**src/rtl/urv_writeback_pkg.sv**
```systemverilog
// Shared definitions for the writeback stage: load funct3 codes and FSM state encoding.
package urv_writeback_pkg;

   localparam logic [2:0] FUNCT3_LB  = 3'b000;
   localparam logic [2:0] FUNCT3_LH  = 3'b001;
   localparam logic [2:0] FUNCT3_LW  = 3'b010;
   localparam logic [2:0] FUNCT3_LBU = 3'b100;
   localparam logic [2:0] FUNCT3_LHU = 3'b101;

   typedef enum logic [1:0] {
      WB_IDLE      = 2'd0,
      WB_WAIT_LOAD = 2'd1,
      WB_LOAD_WB   = 2'd2
   } wb_state_t;

   // x0 is hardwired to zero, so a write to it never reaches the register file.
   function automatic logic rd_writable(input logic [4:0] rd);
      return rd != '0;
   endfunction

endpackage

```
**src/rtl/urv_wb_load_align.sv**
```systemverilog
// Load data alignment: selects byte/halfword/word from the memory word and sign/zero-extends it.
module urv_wb_load_align
   import urv_writeback_pkg::*;
(
   input  logic [2:0]  fun,
   input  logic [1:0]  addr,
   input  logic [31:0] data,
   output logic [31:0] result
);

   logic [7:0]  byte_sel;
   logic [15:0] half_sel;

   always_comb begin
      unique case (addr)
         2'd0:    byte_sel = data[7:0];
         2'd1:    byte_sel = data[15:8];
         2'd2:    byte_sel = data[23:16];
         default: byte_sel = data[31:24];
      endcase

      // addr[0] is ignored for halfwords; misaligned accesses trap before reaching here.
      half_sel = addr[1] ? data[31:16] : data[15:0];

      case (fun)
         FUNCT3_LB:  result = {{24{byte_sel[7]}}, byte_sel};
         FUNCT3_LH:  result = {{16{half_sel[15]}}, half_sel};
         FUNCT3_LBU: result = {24'h000000, byte_sel};
         FUNCT3_LHU: result = {16'h0000, half_sel};
         default:    result = data;
      endcase
   end

endmodule

```
**src/rtl/urv_writeback.sv**
```systemverilog
// Writeback stage: registers execute results, completes loads, drives regfile write and W bypass.
// Optional load-abort timeout enabled by defining URV_WB_LOAD_TIMEOUT_EN.
module urv_writeback
   import urv_writeback_pkg::*;
#(
   parameter int unsigned LOAD_TIMEOUT = 255
)
(
   input  logic        clk_i,
   input  logic        rst_n_i,
   input  logic        x_valid_i,
   input  logic [4:0]  x_rd_i,
   input  logic        x_rd_write_i,
   input  logic [31:0] x_rd_value_i,
   input  logic        x_load_i,
   input  logic [2:0]  x_fun_i,
   input  logic [1:0]  x_dm_addr_i,
   input  logic [31:0] dm_data_l_i,
   input  logic        dm_load_done_i,
   output logic        w_stall_o,
   output logic [4:0]  w_rd_o,
   output logic [31:0] w_rd_value_o,
   output logic        w_rd_store_o,
   output logic        w_bypass_rd_write_o,
   output logic [31:0] w_bypass_rd_value_o,
   output logic        w_load_pending_o,
   output logic        w_load_error_o
);

   if (LOAD_TIMEOUT == 0 || LOAD_TIMEOUT > 255) begin : g_bad_timeout
      $error("urv_writeback: LOAD_TIMEOUT must be in 1..255");
   end

   wb_state_t   state, state_n;
   logic [4:0]  rd_q, rd_n;
   logic [31:0] value_q, value_n;
   logic        store_q, store_n;
   logic        pending_q, pending_n;
   logic [2:0]  fun_q, fun_n;
   logic [1:0]  addr_q, addr_n;
   logic [31:0] aligned;

`ifdef URV_WB_LOAD_TIMEOUT_EN
   logic [7:0]  cnt_q, cnt_n;
   logic        error_q, error_n;
`endif

   urv_wb_load_align u_align (
      .fun    (fun_q),
      .addr   (addr_q),
      .data   (dm_data_l_i),
      .result (aligned)
   );

   always_ff @(posedge clk_i or negedge rst_n_i) begin
      if (!rst_n_i) begin
         state     <= WB_IDLE;
         rd_q      <= '0;
         value_q   <= '0;
         store_q   <= 1'b0;
         pending_q <= 1'b0;
         fun_q     <= '0;
         addr_q    <= '0;
`ifdef URV_WB_LOAD_TIMEOUT_EN
         cnt_q     <= '0;
         error_q   <= 1'b0;
`endif
      end else begin
         state     <= state_n;
         rd_q      <= rd_n;
         value_q   <= value_n;
         store_q   <= store_n;
         pending_q <= pending_n;
         fun_q     <= fun_n;
         addr_q    <= addr_n;
`ifdef URV_WB_LOAD_TIMEOUT_EN
         cnt_q     <= cnt_n;
         error_q   <= error_n;
`endif
      end
   end

   always_comb begin
      state_n   = state;
      rd_n      = rd_q;
      value_n   = value_q;
      store_n   = 1'b0;
      pending_n = pending_q;
      fun_n     = fun_q;
      addr_n    = addr_q;
`ifdef URV_WB_LOAD_TIMEOUT_EN
      cnt_n     = cnt_q;
      error_n   = 1'b0;
`endif

      unique case (state)
         WB_WAIT_LOAD: begin
            if (dm_load_done_i) begin
               state_n   = WB_LOAD_WB;
               value_n   = aligned;
               store_n   = rd_writable(rd_q);
               pending_n = 1'b0;
`ifdef URV_WB_LOAD_TIMEOUT_EN
            end else if (cnt_q == 8'(LOAD_TIMEOUT - 1)) begin
               state_n   = WB_IDLE;
               pending_n = 1'b0;
               error_n   = 1'b1;
            end else begin
               cnt_n     = cnt_q + 8'd1;
`endif
            end
         end

         default: begin
            // IDLE and LOAD_WB both accept, which gives back-to-back issue after a load.
            state_n   = WB_IDLE;
            pending_n = 1'b0;
            if (x_valid_i) begin
               rd_n = x_rd_i;
               if (x_load_i) begin
                  state_n   = WB_WAIT_LOAD;
                  fun_n     = x_fun_i;
                  addr_n    = x_dm_addr_i;
                  pending_n = rd_writable(x_rd_i);
`ifdef URV_WB_LOAD_TIMEOUT_EN
                  cnt_n     = '0;
`endif
               end else begin
                  value_n = x_rd_value_i;
                  store_n = x_rd_write_i && rd_writable(x_rd_i);
               end
            end
         end
      endcase
   end

   assign w_stall_o           = (state == WB_WAIT_LOAD);
   assign w_rd_o              = rd_q;
   assign w_rd_value_o        = value_q;
   assign w_rd_store_o        = store_q;
   assign w_bypass_rd_write_o = store_q;
   assign w_bypass_rd_value_o = value_q;
   assign w_load_pending_o    = pending_q;

`ifdef URV_WB_LOAD_TIMEOUT_EN
   assign w_load_error_o = error_q;
`else
   assign w_load_error_o = 1'b0;
`endif

endmodule

```
**config.mk**
```make
export PLATFORM = sky130hd
export DESIGN_NAME = urv_writeback
export DESIGN_NICKNAME = d
export VERILOG_FILES = /design/src/rtl/urv_writeback_pkg.sv /design/src/rtl/urv_wb_load_align.sv /design/src/rtl/urv_writeback.sv
export SDC_FILE = /design/constraint.sdc
export NUM_CORES = 1
export LEC_CHECK = 0
export BUFFER_PORTS_ARGS = -buffer_cell sky130_fd_sc_hd__buf_2
export CAP_MARGIN = 15
export CORE_ASPECT_RATIO = 1.25
export CORE_MARGIN = 2
export CORE_UTILIZATION = 41
export DETAILED_ROUTE_END_ITERATION = 16
export PLACE_DENSITY = 0.75
export SETUP_SLACK_MARGIN = 0.1
export SLEW_MARGIN = 5
export SYNTH_ARGS = -nofsm -noshare
export SYNTH_HDL_FRONTEND = slang
export SYNTH_SLANG_ARGS = --single-unit
export TNS_END_PERCENT = 5
```
**constraint.sdc**
```tcl
create_clock -name clk_i -period 1.67 [get_ports clk_i]
set_clock_uncertainty 0.15 [all_clocks]
set_input_delay 0.2505 -clock clk_i [delete_from_list [all_inputs] [get_ports clk_i]]
set_output_delay 0.2505 -clock clk_i [all_outputs]
set_load 0.02 [all_outputs]
```
# == Word level (Yosys, flattened, before mapping) ==
# Index checks and enable logic that the tools add are counted.
# classes
n_mux,19
n_bitwise,1
n_reduce_logical,9
eq_ne,8
# op_table
operator,count
$mux 32,4
$pmux 32 s4,1
$pmux 8 s3,1
$mux 16,1
$mux 1,10
$reduce_bool 5->1,2
$eq 3x3->1 const B,2
$reduce_and 3->1,2
$eq 2x1->1 const B,2
$mux 2,2
$eq 3x1->1 const B,1
$logic_not 3->1,1
$eq 2x2->1 const B,1
$logic_not 2->1,1
$ne 2x1->1 const B,1
$ne 2x2->1 const B,1
$reduce_and 2->1,1
$reduce_bool 2->1,1
$logic_and 1x1->1,1
$not 1->1,1
# totals
register_bits,46
input_bits,80
elab_cells,44
out_inout_bits,74

# == Depth between registers and ports, before layout ==
# logic_depth
depth_word,5
ltp_mapped,7
depth_no_buf,5

# == By module ==
# From an unflattened synthesis, not the netlist that was laid out.
# hier_totals
cells_unflattened,310
area_unflattened_um2,3304.4
# modules_own_cells
mod,cells_per_inst,instances,area_each_um2,seq_area_each_um2
urv_writeback,179,1,2581.2,1151.1
urv_wb_load_align,131,1,723.2,0.0

# == Least setup slack after synthesis ==
# No wires, ideal clock.
# synth_timing
path_type,register to register
from,register addr_q[1]
to,register value_q[12] (netlist: w_bypass_rd_value_o[12])
path_slack_ps,-56
n_path_buf,1
setup_ps,126
path_stages_with_launch,6
required_time_ps,1394
synth_period_minus_slack_ps,1726
t_arrival_ps,1450
cell_sequence,dfrtp_1 buf_2 mux2_2 a21oi_1 o21ai_0 a221o_1
# synth_via
elab_chain_cells,5
elab_cells_between_ends,8
classes_between,2 x eq/ne; 5 x mux; 1 x reduce/logical
# synth_rtl
item,line_no,source
"start, declared",urv_writeback.sv:40,"logic [1:0] addr_q, addr_n;"
"start signal, assigned",urv_writeback.sv:75,addr_q <= addr_n;
$eq 2x2->1 (tied with other cells),urv_wb_load_align.sv:15,unique case (addr)
$pmux 8 s3,urv_wb_load_align.sv:15,
$pmux 32 s4 (*),urv_wb_load_align.sv:25,case (fun)
$mux 32 (*),urv_writeback.sv:98,if (dm_load_done_i) begin
$mux 32 (*),urv_writeback.sv:96,unique case (state)
"end signal, assigned",urv_writeback.sv:71,value_q <= value_n;
"end, declared",urv_writeback.sv:36,"logic [31:0] value_q, value_n;"
# Mark *: on every way between the ends. The rest lies on a longest branch, timed or not. The select of a mux whose other input is x is not followed.
# A chain may end at the register's enable or synchronous reset.

# == Worst setup path after layout ==
# layout_timing
from,register addr_q[0]
to,register value_q[11] (netlist: w_bypass_rd_value_o[11])
# layout_via
elab_chain_cells,5
elab_cells_between_ends,7
classes_between,2 x eq/ne; 4 x mux; 1 x reduce/logical
# layout_rtl
item,line_no
$eq 2x2->1 (tied with other cells),urv_wb_load_align.sv:15
$pmux 8 s3 (*),urv_wb_load_align.sv:15
$pmux 32 s4 (*),urv_wb_load_align.sv:25
$mux 32 (*),urv_writeback.sv:98
$mux 32 (*),urv_writeback.sv:96
# Marks and branches as above.

==> metrics.txt <==
PnR worst setup slack=-0.0841 ns; antenna viol nets, final=0; critical path class=reg2reg; Ant. Diodes=0; area delta synth->final=36.5%; Worst R2R Setup Slack=-0.08 ns; arrival time at the worst endpoint=about 1.8 ns; overall routing resource usage=between 20% and 30%; unrepaired setup endpoints after global routing=true; Tot Pwr=about 0.0053 W; cells on worst reg2reg path=5; Die Ht=slightly below 100 µm; largest net degree at the start of global routing=28; CTS Buf Count=5; initial antenna violation count=0; worst-case vdd ir drop=0.000759 V; Tightest Pin Transition=between 0.5 and 0.6 ns; clk_lat worst skew=0.30 ns; CTS sink cnt=46; IO Pins=about 150; Vias=2,792; Die Area=~7600 µm²; max-cap violations=0; Slew Viols, Final=0; mapped cell area=2850 µm²; critical path fanouts, max=7; Hold Path Class=in2reg; status=complete, but fails checks; port bufs=around 150; vias in the first global route=2,758; layout cells sized above 1=between 50% and 60%; Synth Register Bits=46; reg-to-reg endpoint=w_bypass_rd_value_o[11]; fin util=between 50 and 60%; die width=just under 80 µm; DRT Pass-1 Iters=4; routed len/inst=approximately 16 µm; YS warnings=0; Clock Pin Slew Worst Setup and Hold Paths=0.09 ns; Syn Nets=roughly 390; post-synthesis sequential area ratio=40.4%; power density cells=1370 nW/µm²; Rows=34; failing checks=setup timing; distinct cell type count after synthesis=34; WP data required=1.71 ns; Place WS=-0.142 ns; commonest cells after routing, fill and taps aside=buf_2, a21oi_1, dfrtp_1; hpwl dp=a little under 7000 µm; HP Start=dm_load_done_i; post-synthesis instance total=~300; Avg Cell Area, Syn=9.32 µm²; Final Hold Viols=0; commonest non-fill, non-tap cell in the layout=buf_2; Slew Limit Headroom=about two thirds; fin crit period=approximately 1.8 ns; hold depth=2; CTS Buffer Depth=2; final WL=around 8700 µm; WHS Endpoint=state[0]; H-tree levels=2; Final #Nets=slightly above 500; CTS root buffer=clkbuf_8; residual DRC count=0; CORE AREA=approximately 6800 µm²; TritonCTS clock tree=yes; fmax=570 MHz; period utilization=105%; grt total ovfl=0; drt via density=roughly 5.3; GPL Wtd Cong=0.917; first-pass GRT wire length=14,100 µm; CP endpoint kind=flop; nature of the critical path startpoint=flop; LEAKAGE=approximately 1.9 nW; FF-to-FF Start=addr_q[0]; DRT iter0 DRCs=between 150 and 200; Initial Util=a little over two fifths; final setup fails=23
==> registers in the layout, indices dropped and copies added (netlist names) <==
| signal | flops |
|---|---|
| w_bypass_rd_value_o | 32 |
| w_rd_o | 5 |
| fun_q | 3 |
| addr_q | 2 |
| state | 2 |
| w_bypass_rd_write_o | 1 |
| w_load_pending_o | 1 |
==> how the worst max path moves through the flow <==
stage	depth (start not counted)	to	slack [ns]	startpoint
floorplan	5	w_bypass_rd_value_o[10]	0.02	addr_q[1]
global placement	5	w_bypass_rd_value_o[10]	-0.1	addr_q[1]
detailed placement	5	w_bypass_rd_value_o[8]	-0.14	addr_q[1]
CTS	5	w_bypass_rd_value_o[11]	-0.12	addr_q[0]
global route	5	w_bypass_rd_value_o[14]	-0.18	addr_q[0]
finish	5	w_bypass_rd_value_o[11]	-0.08	addr_q[0]
==> cell usage after synthesis <==
library cell / n / area share [%]
o32a_1: 7 / 2.5
and3_1: 7 / 1.5
o21ai_2: 1 / 0.31
nand3b_1: 2 / 0.53
a22oi_4: 1 / 0.75
nor3_1: 16 / 2.8
a21oi_1: 48 / 8.4
o21ai_0: 11 / 1.9
a221o_1: 8 / 2.8
o21a_1: 1 / 0.26
clkbuf_1: 14 / 1.8
or3b_2: 1 / 0.31
dfrtp_1: 46 / 40
a211o_2: 1 / 0.35
inv_2: 1 / 0.13
buf_6: 1 / 0.39
inv_1: 11 / 1.4
nor2b_1: 2 / 0.44
o21ba_2: 1 / 0.35
buf_4: 34 / 8.9
a211oi_1: 6 / 1.6
nand2_1: 3 / 0.39
nor2_1: 27 / 3.6
a211oi_2: 10 / 4.4
o2bb2ai_1: 1 / 0.31
conb_1: 1 / 0.13
o41ai_1: 1 / 0.31
o211ai_1: 7 / 1.8
nand2b_1: 3 / 0.66
nand3_1: 3 / 0.53
mux2_2: 21 / 8.3
buf_2: 5 / 0.88
buf_1: 2 / 0.26
or4_1: 2 / 0.53
==> power by group <==
part	switching (W)	internal, W
Sequential	0.000261	0.00142
Combinational	0.00156	0.00107
Clock	0.000392	0.000639
Total	0.00221	0.00313
==> layer usage <==
| layer | wire length [µm] | track usage, % |
|---|---|---|
| met1 | 3490 | 29.5 |
| met2 | 4440 | 39.3 |
| met3 | 550 | 4.00 |
| met4 | 242 | 7.96 |
| met5 | 0 | 0 |
==> critical path, cell delays in order (launching register included) <==
cell and delay [ns]:
dfrtp_2 0.45, mux2_4 0.32, a22oi_4 0.23, buf_12 0.15, o21ai_1 0.06, a221o_1 0.30
==> what timing repair did <==
action / CTS / global route
pin swaps: 15 / 9
hold buffers: 1 / 0
endpoints found under the hold margin: 19 / 0
buffers inserted: 0 / 1
gates resized for setup: 21 / 8
setup endpoints to repair: 38 / 38
==> stage by stage <==
stage | TNS, ns | hold WS [ns] | area (µm²) | cells
after floorplan | 0 | -0.195 | 2910 | 306
after global placement | -1.18 | 0.0994 | 3660 | 519
after detailed placement | -2.58 | 0.102 | 3660 | 519
after CTS | -1.55 | 0.0206 | 3870 | 528
after global routing | -2.73 | 0.0319 | 3890 | 529
final | -1.03 | 0.0223 | 3890 | 529
==> area by class of cell <==
type	count	area (µm²)
Fill cell	631	2950
Clock buffer	6	82.6
Sequential cell	46	1150
Timing Repair Buffer	181	1050
Multi-Input combinational cell	192	1380
Inverter	12	47.5
Clock inverter	2	60.1
Tap cell	90	113
==> cell families after synthesis <==
family,Yosys count,synth area share [%]
flops,46,40.4
compound gates,104,26.1
mux,21,8.29
buf+inv,68,13.9
other cells,1,0.131
simple gates,66,11.3
No activity file was read; power rests on OpenSTA's default activity.
